**src/rtl/imm_ext_pipe_pkg.sv**
```systemverilog
// Shared control encodings for the decode/execute boundary.
// Imm_ex_op selects the immediate format handed to the extender.
package controls;

  localparam int unsigned INSTR_IMM_W = 25;
  localparam int unsigned IMM_OP_W    = 3;

  typedef enum logic [IMM_OP_W-1:0] {
    I_TYPE = 3'd0,
    S_TYPE = 3'd1,
    B_TYPE = 3'd2,
    U_TYPE = 3'd3,
    J_TYPE = 3'd4,
    Z_TYPE = 3'd5
  } Imm_ex_op;

endpackage

```
**src/rtl/imm_ext_comb.sv**
```systemverilog
// Combinational immediate decode/extend from instruction bits [31:7].
// Instr[i] holds instr[i+7]; unlisted formats yield zero and flag illegal.
module imm_ext_comb
  import controls::*;
#(
  parameter int unsigned Reg_size = 32
) (
  input  Imm_ex_op                   Im_type,
  input  logic [INSTR_IMM_W-1:0]     Instr,
  output logic signed [Reg_size-1:0] imm,
  output logic                       illegal
);

  if (Reg_size != 32 && Reg_size != 64) begin : g_bad_size
    $error("imm_ext_comb: Reg_size must be 32 or 64, got %0d", Reg_size);
  end

  logic signed [11:0] i_imm;
  logic signed [11:0] s_imm;
  logic signed [12:0] b_imm;
  logic signed [31:0] u_imm;
  logic signed [20:0] j_imm;
  logic        [4:0]  z_imm;

  // Field gathering in instruction bit order, shifted down by 7.
  always_comb begin
    i_imm = Instr[24:13];
    s_imm = {Instr[24:18], Instr[4:0]};
    b_imm = {Instr[24], Instr[0], Instr[23:18], Instr[4:1], 1'b0};
    u_imm = {Instr[24:5], 12'h000};
    j_imm = {Instr[24], Instr[12:5], Instr[13], Instr[23:14], 1'b0};
    z_imm = Instr[12:8];
  end

  always_comb begin
    imm     = '0;
    illegal = 1'b0;
    case (Im_type)
      I_TYPE:  imm = Reg_size'(i_imm);
      S_TYPE:  imm = Reg_size'(s_imm);
      B_TYPE:  imm = Reg_size'(b_imm);
      U_TYPE:  imm = Reg_size'(u_imm);
      J_TYPE:  imm = Reg_size'(j_imm);
      Z_TYPE:  imm = Reg_size'($unsigned(z_imm));
      default: illegal = 1'b1;
    endcase
  end

endmodule

```
**src/rtl/imm_ext_pipe.sv**
```systemverilog
// Registered immediate extender with valid/ready handshake and a one-deep
// skid register so that in_ready comes straight from a flop.
module imm_ext_pipe
  import controls::*;
#(
  parameter int unsigned Reg_size = 32,
  parameter int unsigned TAG_W    = 32
) (
  input  logic                       clk,
  input  logic                       reset,
  input  logic                       flush,
  input  logic                       in_valid,
  output logic                       in_ready,
  input  Imm_ex_op                   Im_type,
  input  logic [INSTR_IMM_W-1:0]     Instr,
  input  logic [TAG_W-1:0]           in_tag,
  output logic                       out_valid,
  input  logic                       out_ready,
  output logic signed [Reg_size-1:0] Im_out,
  output logic [TAG_W-1:0]           out_tag,
  output logic                       imm_illegal
);

  logic signed [Reg_size-1:0] ext_imm;
  logic                       ext_illegal;

  imm_ext_comb #(
    .Reg_size (Reg_size)
  ) u_comb (
    .Im_type (Im_type),
    .Instr   (Instr),
    .imm     (ext_imm),
    .illegal (ext_illegal)
  );

  logic                       out_valid_q, out_valid_d;
  logic signed [Reg_size-1:0] out_imm_q,   out_imm_d;
  logic [TAG_W-1:0]           out_tag_q,   out_tag_d;
  logic                       out_ill_q,   out_ill_d;
  logic                       skid_valid_q, skid_valid_d;
  logic signed [Reg_size-1:0] skid_imm_q,   skid_imm_d;
  logic [TAG_W-1:0]           skid_tag_q,   skid_tag_d;
  logic                       skid_ill_q,   skid_ill_d;
  logic                       in_ready_q,   in_ready_d;
  logic                       accept;
  logic                       pop;

  // Skid buffer control: main refills from skid first to preserve order.
  always_comb begin
    accept       = in_valid & in_ready_q & ~flush;
    pop          = out_valid_q & out_ready;
    out_valid_d  = out_valid_q;
    out_imm_d    = out_imm_q;
    out_tag_d    = out_tag_q;
    out_ill_d    = out_ill_q;
    skid_valid_d = skid_valid_q;
    skid_imm_d   = skid_imm_q;
    skid_tag_d   = skid_tag_q;
    skid_ill_d   = skid_ill_q;

    if (flush) begin
      out_valid_d  = 1'b0;
      skid_valid_d = 1'b0;
    end else if (!out_valid_q || pop) begin
      if (skid_valid_q) begin
        out_valid_d  = 1'b1;
        out_imm_d    = skid_imm_q;
        out_tag_d    = skid_tag_q;
        out_ill_d    = skid_ill_q;
        skid_valid_d = 1'b0;
      end else if (accept) begin
        out_valid_d = 1'b1;
        out_imm_d   = ext_imm;
        out_tag_d   = in_tag;
        out_ill_d   = ext_illegal;
      end else begin
        out_valid_d = 1'b0;
      end
    end else if (accept) begin
      skid_valid_d = 1'b1;
      skid_imm_d   = ext_imm;
      skid_tag_d   = in_tag;
      skid_ill_d   = ext_illegal;
    end

    in_ready_d = ~skid_valid_d;
  end

  always_ff @(posedge clk or posedge reset) begin
    if (reset) begin
      out_valid_q  <= 1'b0;
      out_imm_q    <= '0;
      out_tag_q    <= '0;
      out_ill_q    <= 1'b0;
      skid_valid_q <= 1'b0;
      skid_imm_q   <= '0;
      skid_tag_q   <= '0;
      skid_ill_q   <= 1'b0;
      in_ready_q   <= 1'b1;
    end else begin
      out_valid_q  <= out_valid_d;
      out_imm_q    <= out_imm_d;
      out_tag_q    <= out_tag_d;
      out_ill_q    <= out_ill_d;
      skid_valid_q <= skid_valid_d;
      skid_imm_q   <= skid_imm_d;
      skid_tag_q   <= skid_tag_d;
      skid_ill_q   <= skid_ill_d;
      in_ready_q   <= in_ready_d;
    end
  end

  assign in_ready    = in_ready_q;
  assign out_valid   = out_valid_q;
  assign Im_out      = out_imm_q;
  assign out_tag     = out_tag_q;
  assign imm_illegal = out_ill_q;

endmodule

```
**config.mk**
```make
export PLATFORM = sky130hd
export DESIGN_NAME = imm_ext_pipe
export DESIGN_NICKNAME = d
export VERILOG_FILES = /design/src/rtl/imm_ext_pipe_pkg.sv /design/src/rtl/imm_ext_comb.sv /design/src/rtl/imm_ext_pipe.sv
export SDC_FILE = /design/constraint.sdc
export NUM_CORES = 1
export LEC_CHECK = 0
export ABC_AREA = 1
export ABC_CLOCK_PERIOD_IN_PS = 3600
export BUFFER_PORTS_ARGS = -buffer_cell sky130_fd_sc_hd__buf_2
export CAP_MARGIN = 20
export CORE_ASPECT_RATIO = 0.5
export CORE_MARGIN = 2
export CORE_UTILIZATION = 45
export CTS_CLUSTER_DIAMETER = 30
export DETAILED_ROUTE_END_ITERATION = 10
export GPL_ROUTABILITY_DRIVEN = 0
export PLACE_DENSITY = 0.72
export SLEW_MARGIN = 20
export SYNTH_ARGS = -nofsm -noshare
export SYNTH_HDL_FRONTEND = slang
export SYNTH_SLANG_ARGS = --single-unit
```
**constraint.sdc**
```tcl
create_clock -name clk -period 3.6 [get_ports clk]
set_clock_uncertainty 0.15 [all_clocks]
set_input_delay 0.18 -clock clk [delete_from_list [all_inputs] [get_ports clk]]
set_output_delay 0.18 -clock clk [all_outputs]
set_load 0.01 [all_outputs]
```
-- Yosys cells after proc, flatten, opt, wreduce, memory -nomap -nowiden
Index checks and enable logic that the tools add are counted.
- bits in registers: 133
- latch bits: 0
- memory bits (writable): 0
- bits in read-only memories: 0
- input bits: 65
- output and inout port bits: 67
- logic and storage cells: 43
- memories: 0
- add/subtract/negate cells: 0
- $mul: 0
- div/mod/pow operators: 0
- order comparisons: 0
- eq/ne operators: 5
- shift operators: 0
- multiplexer cells: 15
- bitwise operators: 6
- reductions and logical operators: 8
- operators by type and width (operator ; count):
    one-hot mux 32 bit (6 select lines) ; 1
    2-to-1 mux 32 bit ; 4
    2-to-1 mux 1 bit ; 10
    equality test 3 x 2 -> 1 bit (second input constant) ; 2
    equality test 3 bit (second input constant) ; 2
    AND reduction 3 bit ; 2
    OR reduction 6 bit ; 1
    nonzero test 2 bit ; 2
    AND 1 bit ; 3
    equality test 3 x 1 -> 1 bit (second input constant) ; 1
    zero test 3 bit ; 1
    inverter 1 bit ; 3
    zero test 1 bit ; 1
    logical OR 1 bit ; 1

-- Longest topological paths before layout
- word-level depth: 6
- mapped depth: 9
- depth with buffers taken out: 7

-- Modules after synthesis
From an unflattened synthesis, not the netlist that was laid out.
- cell total of the unflattened synthesis: 850
- area, all modules: 6523.8 um^2
- modules (own cells, without submodules) (module ; instances ; cells an instance ; area each (um^2) ; sequential area each (um^2)):
    imm_ext_pipe ; 1 ; 719 ; 5871.9 ; 3329.4
    imm_ext_comb ; 1 ; 131 ; 651.9 ; 0.0

-- Worst setup path before layout
OpenSTA, ideal clock, no wires.
- path type: flip-flop to flip-flop
- start: reg in_ready_q, in the netlist in_ready
- end: reg skid_imm_q[0]
- library setup time: 0.128 ns
- arrival: 1.229 ns
- data required time: 3.322 ns
- slack: 2.093 ns
- cell stages (with the launch flop): 6
- buffers on the path: 2
- period minus slack after synthesis: 1.507 ns
- cells stage by stage: dfstp_2 -> nand3_1 -> nor2_2 -> buf_4 -> buf_2 -> a31oi_1
- longest elaborated chain between the ends: 3
- RTL lines (item ; line ; source):
    start: declaration ; imm_ext_pipe.sv:44 ; logic in_ready_q, in_ready_d;
    start signal: assignment ; imm_ext_pipe.sv:109 ; in_ready_q <= in_ready_d;
    AND 1 bit (2 in a row) ; imm_ext_pipe.sv:50 ; accept = in_valid & in_ready_q & ~flush;
    AND reduction 3 bit (no line) ; - ;
    end signal: assignment ; imm_ext_pipe.sv:106 ; skid_imm_q <= skid_imm_d;
    end: declaration ; imm_ext_pipe.sv:41 ; logic signed [Reg_size-1:0] skid_imm_q, skid_imm_d;
Every way passes these cells.
A chain may end at the register's enable or synchronous reset.

-- Worst setup path in the final report
- start: reg in_ready_q, in the netlist in_ready
- end: reg out_tag_q[28], in the netlist out_tag[28]
- longest elaborated chain between the ends: 4
- RTL lines (item ; line ; source):
    AND 1 bit (2 in a row) ; imm_ext_pipe.sv:50 ;
    nonzero test 2 bit (no line) ; - ;
    AND reduction 3 bit (no line) ; - ;
    end signal: assignment ; imm_ext_pipe.sv:103 ; out_tag_q <= out_tag_d;
    end: declaration ; imm_ext_pipe.sv:38 ; logic [TAG_W-1:0] out_tag_q, out_tag_d;
Every way passes these cells.

==> results.json <==
{
  "cp.required_ns": 3.79,
  "netlist_top_cells_area": "dfrtp_1 52%, nand2_1 19%, inv_1 4.0%",
  "antenna_found_initial": 0,
  "irDropWorstVdd_v": 0.000310,
  "synth_top_area_cell": "dfrtp_1",
  "setup_viol": 0,
  "whs_ns": 0.0308,
  "fin_nets": 1023,
  "syn_area_mm2": 0.00638,
  "grt_pass1_vias": 5532,
  "hold_buffers": 52,
  "drv_cap": 0,
  "clkTransAtPathRegs_ns": 0.06,
  "fmax_mhz": 441,
  "power.density_mw_per_mm2": 560,
  "yosys.area.top_type_share": 0.518,
  "setup_slack_ns": 1.33,
  "rsz0062_at_grt": "no",
  "postCtsSetupBuffers": 0,
  "ys_warn_count": 0,
  "cts_tree": "built",
  "p_total_mw": 4.59,
  "die_area_mm2": 0.0152,
  "synth_top_flop_cell": "dfrtp_1",
  "synth_seq_area_share": 0.522,
  "cp.arrival_ns": 2.46,
  "io_pins": 132,
  "worstSetupStartpointType": "register",
  "synthCells": 797,
  "drive_gt1_frac": 0.204,
  "ys_seq_elements": 133,
  "synth_nets": 862,
  "first_iter_violations": 453,
  "critPathKind": "reg2reg",
  "synthArstFlopShare": 1.00,
  "postSynthAreaPerCell_um2": 8.00,
  "grt-ovfl-total": 0,
  "final-hold-violation-count": 0,
  "finalCritPeriodShare": 0.629,
  "min_path_type": "in2reg",
  "yosysMostFrequentCell": "nand2_1",
  "grt_max_degree": 84,
  "avgViaCountPerCell": 5.01,
  "dp_slack_ns": 1.31,
  "wl_per_cell_um": 14.0,
  "leakagePower_nw": 4.61,
  "die-height_um": 88.2,
  "tightest_slew_ns": 0.907,
  "dr.pass1.iters": 5,
  "worst-r2r-cell-count": 7,
  "numCtsBuffers": 17,
  "slew_violations": 0,
  "antenna_left": 0,
  "ctsResizeCount": 0,
  "relSlewSlack": 0.395,
  "grt_pass1_wl_mm": 26.7,
  "outcome": "finished clean",
  "crit_fanout": 24,
  "placed_cells": 1079,
  "min_path_cells": 3,
  "antenna_cells": 0,
  "tns_ns": 0,
  "dieWidth_um": 172,
  "start_util": 0.465,
  "htree_levels": 4,
  "clock-root-buffer": "clkbuf_16",
  "drc": 0,
  "grtUsageTotal": 0.224,
  "routed_wl_mm": 16.2,
  "clockBufferDepth": 2,
  "netlist_top_cells_count": "318 x nand2_1, 132 x dfrtp_1, 68 x inv_1",
  "io_buffers": 131,
  "route.vias.total": 5821,
  "clkLatencyLatePin_ns": 0.41,
  "core_mm2": 0.0137,
  "crit_path_end_kind": "register",
  "dp_hpwl_mm": 10.0,
  "fin_cells": 1162,
  "clock_sinks": 133,
  "netlist-cell-type-count": 27,
  "rows": 30,
  "area_growth_pct": 28.6,
  "synth_edf_count": 0,
  "fin_crit_ns": 2.27
}
power by group:
group	internal, mW	switching (mW)
Combinational	0.350	0.488
Sequential	1.82	0.170
Clock	1.10	0.662
Total	3.27	1.32
state kept, by name (all words and copies together) (netlist names):
register,flops
out_valid,1
in_ready,1
Im_out,32
skid_valid_q,1
imm_illegal,1
out_tag,32
skid_tag_q,32
skid_imm_q,32
skid_ill_q,1
routing by layer:
metal	track usage	wire, um
met5	0	0
met3	0.0352	710
met4	0.0810	224
met1	0.302	7520
met2	0.372	7790
final timing paths:
path / start / end / slack [ns]
max reg2reg: in_ready$_DFF_PP1_ / out_tag[28]$_DFFE_PP0P_ / 1.33
min: Im_type[2] / skid_ill_q$_DFFE_PP0P_ / 0.03
min in group asynchronous: reset / skid_tag_q[22]$_DFFE_PP0P_ / 0.17
min reg2reg: out_tag[22]$_DFFE_PP0P_ / out_tag[22]$_DFFE_PP0P_ / 0.32
max in group asynchronous: reset / in_ready$_DFF_PP1_ / 2.17
max: in_ready$_DFF_PP1_ / out_tag[28]$_DFFE_PP0P_ / 1.33
layout by cell type, fill, tap and decap left out:
cell type      count
nand4_1           18
a21oi_1           11
bufinv_16          3
o21ai_2            2
buf_4              8
buf_2            131
inv_1             67
nand3_2            6
clkinv_4           3
o211ai_1          32
nand2_4            2
inv_2              4
o21ai_1           11
nand2_1          317
nor2_1            38
nor2_8             1
nor2_4             1
bufinv_8           1
dlygate4sd3_1     52
clkbuf_16         17
buf_12             2
clkinvlp_4         2
nand3_4            1
dfstp_2            1
nand3_1           38
dfrtp_1          132
a21boi_0           1
clkbuf_8           1
a31oi_1            9
nand2_2            4
o21ai_0           46
inv_6              1
clkinv_2           7
cell families (layout without fill, tap and decap cells):
family,after synthesis,in the layout,share of synthesized area
AND/OR/NAND/NOR,426,426,0.280
AO/OA/AOI/OAI,112,112,0.104
flip-flops,133,133,0.522
buffers and inverters,126,299,0.0942
stage by stage:
stage / cell area, um2 / util
after floorplan: 6380 / -
after global placement: 7060 / 0.515
after detailed placement: 7080 / 0.517
after CTS: 8200 / 0.598
after global routing: 8200 / 0.598
final: 8200 / 0.598
area by class of cell:
cell class,count,area [um2]
tap,192,240
multi-input combinational,538,2450
clock buffer,18,439
timing repair buffer,193,1280
sequential,133,3330
clock inverter,13,158
inverter,75,302
fill,1231,5500
critical path, cell delays in order (launching register included):
cell,delay [ns]
dfstp_2,0.52
nand3_1,0.13
nand2_1,0.15
nand2_2,0.06
inv_1,0.61
buf_4,0.37
o211ai_1,0.12
nand2_1,0.09
No activity file was read; power rests on OpenSTA's default activity.
